File: config.mk
export PLATFORM = sky130hd
export DESIGN_NAME = register_file_2r1w_flat
export DESIGN_NICKNAME = d
export VERILOG_FILES = /design/src/rtl/register_file_2r1w_if.sv /design/src/rtl/register_file_2r1w.sv /design/src/flat_wrapper.sv
export SDC_FILE = /design/constraint.sdc
export NUM_CORES = 2
export LEC_CHECK = 0
export ABC_AREA = 1
export CAP_MARGIN = 20
export CORE_MARGIN = 8
export CORE_UTILIZATION = 55
export CTS_CLUSTER_DIAMETER = 60
export DETAILED_ROUTE_END_ITERATION = 8
export PLACE_DENSITY = 0.83
export SLEW_MARGIN = 20
export SYNTH_ARGS = -nofsm -noshare
export SYNTH_HDL_FRONTEND = slang
export SYNTH_SLANG_ARGS = --single-unit
File: constraint.sdc
create_clock -name clk -period 3.7 [get_ports clk]
set_input_delay 0.925 -clock clk [delete_from_list [all_inputs] [get_ports clk]]
set_output_delay 0.925 -clock clk [all_outputs]
set_load 0.02 [all_outputs]
File: src/rtl/register_file_2r1w_if.sv
// Register file access bundle: one write port, two read ports,
// plus the decoded write enables for visibility.
interface register_file_2r1w_if;
   logic        reg_write;
   logic [4:0]  waddr;
   logic [31:0] wdata;
   logic [4:0]  raddr_a;
   logic [4:0]  raddr_b;
   logic [31:0] rdata_a;
   logic [31:0] rdata_b;
   logic [31:0] wr_onehot;

   modport master (
      output reg_write,
      output waddr,
      output wdata,
      output raddr_a,
      output raddr_b,
      input  rdata_a,
      input  rdata_b,
      input  wr_onehot
   );

   modport slave (
      input  reg_write,
      input  waddr,
      input  wdata,
      input  raddr_a,
      input  raddr_b,
      output rdata_a,
      output rdata_b,
      output wr_onehot
   );
endinterface

File: src/rtl/register_file_2r1w.sv
// 32 x 32-bit MIPS register file, one decoded write port and two
// 32:1 read selectors; r0 has no storage and always reads zero.
module register_file_2r1w #(
   parameter bit WRITE_THROUGH = 1'b1
) (
   input  logic                clk,
   input  logic                reset_n,
   register_file_2r1w_if.slave bus
);

   logic [31:0] regs [1:31];
   logic [31:0] wr_onehot;
   logic [31:0] stored_a;
   logic [31:0] stored_b;
   logic        bypass_a;
   logic        bypass_b;

   // Bit 0 is never set, so writes to $zero vanish here.
   always_comb begin
      wr_onehot = '0;
      for (int i = 1; i < 32; i++) begin
         wr_onehot[i] = bus.reg_write && (bus.waddr == 5'(i));
      end
   end

   assign bus.wr_onehot = wr_onehot;

   always_ff @(posedge clk or negedge reset_n) begin
      if (!reset_n) begin
         for (int i = 1; i < 32; i++) begin
            regs[i] <= '0;
         end
      end else begin
         for (int i = 1; i < 32; i++) begin
            if (wr_onehot[i]) begin
               regs[i] <= bus.wdata;
            end
         end
      end
   end

   always_comb begin
      stored_a = '0;
      stored_b = '0;
      for (int i = 1; i < 32; i++) begin
         if (bus.raddr_a == 5'(i)) begin
            stored_a = regs[i];
         end
         if (bus.raddr_b == 5'(i)) begin
            stored_b = regs[i];
         end
      end
   end

   assign bypass_a = WRITE_THROUGH && wr_onehot[bus.raddr_a];
   assign bypass_b = WRITE_THROUGH && wr_onehot[bus.raddr_b];

   // Reset masks the reads too, so a pending bypass cannot leak out.
   always_comb begin
      bus.rdata_a = '0;
      bus.rdata_b = '0;
      if (reset_n) begin
         bus.rdata_a = bypass_a ? bus.wdata : stored_a;
         bus.rdata_b = bypass_b ? bus.wdata : stored_b;
      end
   end

endmodule

File: src/flat_wrapper.sv
// flat-port wrapper written by rule: the top's interface ports become plain ports
module register_file_2r1w_flat 
#(
   parameter bit WRITE_THROUGH = 1'b1
)
  (clk, reset_n, bus_reg_write, bus_waddr, bus_wdata, bus_raddr_a, bus_raddr_b, bus_rdata_a, bus_rdata_b, bus_wr_onehot);
  register_file_2r1w_if bus_i ();
  input  logic clk;
  input  logic reset_n;
  input wire logic [$bits(bus_i.reg_write)-1:0] bus_reg_write;
  input wire logic [$bits(bus_i.waddr)-1:0] bus_waddr;
  input wire logic [$bits(bus_i.wdata)-1:0] bus_wdata;
  input wire logic [$bits(bus_i.raddr_a)-1:0] bus_raddr_a;
  input wire logic [$bits(bus_i.raddr_b)-1:0] bus_raddr_b;
  output wire logic [$bits(bus_i.rdata_a)-1:0] bus_rdata_a;
  output wire logic [$bits(bus_i.rdata_b)-1:0] bus_rdata_b;
  output wire logic [$bits(bus_i.wr_onehot)-1:0] bus_wr_onehot;
  assign bus_i.reg_write = bus_reg_write;
  assign bus_i.waddr = bus_waddr;
  assign bus_i.wdata = bus_wdata;
  assign bus_i.raddr_a = bus_raddr_a;
  assign bus_i.raddr_b = bus_raddr_b;
  assign bus_rdata_a = bus_i.rdata_a;
  assign bus_rdata_b = bus_i.rdata_b;
  assign bus_wr_onehot = bus_i.wr_onehot;
  register_file_2r1w #(.WRITE_THROUGH(WRITE_THROUGH)) u_core (.clk(clk), .reset_n(reset_n), .bus(bus_i));
endmodule
==> qor.yml <==
status:
  status: "finished, violations left"
  failed_checks: "DRC, setup timing"
timing:
  hold_viol_final: 0
  clock_skew_ns: 0
  setup-violations-final: 64
  slew_violations: 0
  fmax_ghz: 0.200
  period_minus_slack_ns: 5.00
  min_period_over_period_pct: 135
  worst_pin_slew_ns: 1.10
  rsz0062_at_grt: "yes"
  relSlewSlack_pct: 26.5
  setup_slack_ns: -1.30
cts:
  clk_latency_ns: 0.71
  tritoncts: "yes"
  clk_pin_slew_ns: 0.06
  clk_path_buf_depth: 3
  cts.sinks: 992
  htreeDepth: 3
  numCtsBuffers: 109
  clock-root-buffer: "clkbuf_16"
place:
  place_congestion: 0.998
  place_hpwl_um: 147000
  port_buffers: 144
  place_worst_setup_slack_ns: -2.26
floorplanning:
  dieArea_um2: 107000
  fp.dieW_um: 327
  start_util_pct: 55.2
  rows: 114
  num_io_pins: 146
  die_h_um: 327
  core_um2: 96300
global_routing:
  grt_pass1_vias: 56126
  grtUsageTotal_pct: 39.0
  grt_pass1_wl_um: 326000
  antenna_found_initial: 4
  grt_max_degree: 162
  grt.overflow.total: 0
synthesis:
  syn_nets: 7486
  synthCells: 7436
  synth_edf_count: 0
  synth_top_area_share_pct: 46.7
  ys_top_cells_by_area: "dfrtp_1, nand2_1, o21ai_0"
  synth_ff_type: "dfrtp_1"
  ys_seq_elements: 992
  async_reset_ff_share_pct: 100
  yosysUniqueCellTypes: 42
  synth_area_leader_cell: "dfrtp_1"
  synth-seq-area-share_pct: 46.7
  ys.warnings.count: 0
  syn_area_um2: 53200
  avgSynthCellArea_um2: 7.15
routing:
  final_antenna_net_count: 0
  dr.pass1.iters: 9
  routedWlPerCell_um: 23.2
  vias: 58497
  remaining_drc_errors: 2
  drtIter0Drc: 10077
  wirelength_um: 217000
  viasPerCell: 6.24
critical_path:
  endpoint_kind: "output pin"
  start_kind: "input port"
  cp.required_ns: 2.77
  crit_arrival_ns: 4.07
  critPathMaxFanout: 8
  path_class: "in -> out"
layout:
  largest_reg_flops: 992
  largest_register: "u_core.regs"
  top_regs: "u_core.regs x992"
  num-nets-final: 8063
  area_growth_syn_to_layout_pct: 27.5
  drive_gt1_share_pct: 20.7
power:
  irDropWorstVdd_v: 0.000397
  powerDensity_nw_per_um2: 471
  power.total_mw: 32.0
  leakagePower_nw: 31.6
min_path:
  worst_hold_path_type: "in -> async"
flow_run:
  max-cap-violations: 0
[power by group]
group          switching [mW]  internal (mW)  leakage (nW)
Sequential               1.55           13.0          12.5
Combinational            3.72           2.18          17.3
Clock                    4.79           6.71          1.87
[worst max-delay path, cell delays in order]
cell and delay, ns:
buf_12 0.12, inv_8 0.05, nand2_4 0.04, buf_8 0.13, nor2_4 0.10, inv_2 0.06
nor2_4 0.22, buf_12 0.18, nand2_1 0.06, nand2_2 0.09, nand4_1 0.09, nor2_1 0.12
nand4_1 0.23, nor2_1 0.18, nand4_1 0.15, nor2_1 0.14, nand4_1 0.15, nor2_1 0.14
nand4_1 0.16, nand2_1 0.14, nand4_1 0.14, nor2_2 0.19, nor2_4 0.09, buf_6 0.15
[worst paths after layout]
| check | from | end | slack [ns] | cells past startpoint |
|---|---|---|---|---|
| worst max register to register | u_core.regs[829]$_DFFE_PN0P_ | u_core.regs[829]$_DFFE_PN0P_ | 2.84 | 3 |
| worst min-delay path | reset_n | u_core.regs[278]$_DFFE_PN0P_ | 0.24 | 2 |
| worst min register to register | u_core.regs[140]$_DFFE_PN0P_ | u_core.regs[140]$_DFFE_PN0P_ | 0.49 | 2 |
| min in group clk | u_core.regs[140]$_DFFE_PN0P_ | u_core.regs[140]$_DFFE_PN0P_ | 0.49 | 2 |
| worst max-delay path | bus_raddr_a[3] | bus_rdata_a[12] | -1.30 | 24 |
| max in group asynchronous | reset_n | u_core.regs[332]$_DFFE_PN0P_ | 1.46 | 4 |
[Yosys cell counts (9+ instances only)]
cell and n:
o22ai_1 16, o21ai_0 1106, or2_2 30, inv_2 11, dfrtp_1 992, o2111ai_1 29, clkinv_1 9, clkbuf_8 60
a21oi_1 84, clkbuf_1 382, inv_1 462, buf_2 33, nand4_1 472, buf_1 19, nor2_1 764, nand2_2 11
dlygate4sd1_1 17, nand3_1 129, nand2_1 2747
[per-layer routing]
layer / up-vias / global-route usage (%) / wire length, um
met5: - / 0 / 42
met4: 6 / 27.4 / 18000
met3: 1249 / 12.2 / 30400
met2: 4786 / 57.9 / 93300
met1: 27293 / 48.3 / 75600
li1: 25163 / - / -
[per-stage QoR]
stage          hold WS (ns)  area, um^2  TNS (ns)  util, %  std cells
4_1_cts               0.213       66800    -65.25     69.4       9347
3_5_place_dp          0.474       60500   -134.76     62.9       9043
5_1_grt               0.241       67800    -76.95     70.4       9379
2_1_floorplan         0.453       53600   -0.0885        -       7436
6_report              0.236       67800    -68.85     70.4       9382
3_3_place_gp          0.466       60500   -134.23     62.9       9042
[layout make-up]
class	instances	area [um^2]
fillers	7019	28500
well taps	1276	1600
clock inverters	49	609
flip-flops and latches	992	24800
clock buffers	151	3180
inverters	483	1930
repair inverters	1	8.76
multi-input cells	5430	25500
repair buffers	996	10200
diodes	4	10.0
[repair_timing]
action / CTS / global route
resized for setup: 805 / 259
pin swaps: 358 / 398
cloned: 15 / 2
setup endpoints to repair: 89 / 76
hold buffers: 0 / 0
setup buffers: 100 / 43
[kinds of logic (layout without fill, tap and decap cells)]
logic type / count (synthesis) / count (layout) / share of synthesized area (%)
other cells: 1 / 5 / 0.00705
compound gates: 1247 / 1247 / 12.1
flops: 992 / 992 / 46.7
simple gates: 4180 / 4182 / 32.4
buf+inv: 1016 / 1680 / 8.83
[placed cells by master (no fill, tap or decap), types with 26 or more instances in the layout]
master,n
clkdlybuf4s50_1,36
inv_1,426
nand3_1,103
o21ai_0,1094
buf_12,127
nor2_4,50
nand2_2,107
nor2_2,209
clkbuf_16,112
nor2_1,516
inv_2,29
dfrtp_1,992
nand2_1,2626
buf_4,634
clkbuf_8,27
or2_2,30
a21oi_1,48
o2111ai_1,27
nand4_1,472
a21oi_2,26
buf_6,146
Power figures use the tool's default switching activity.
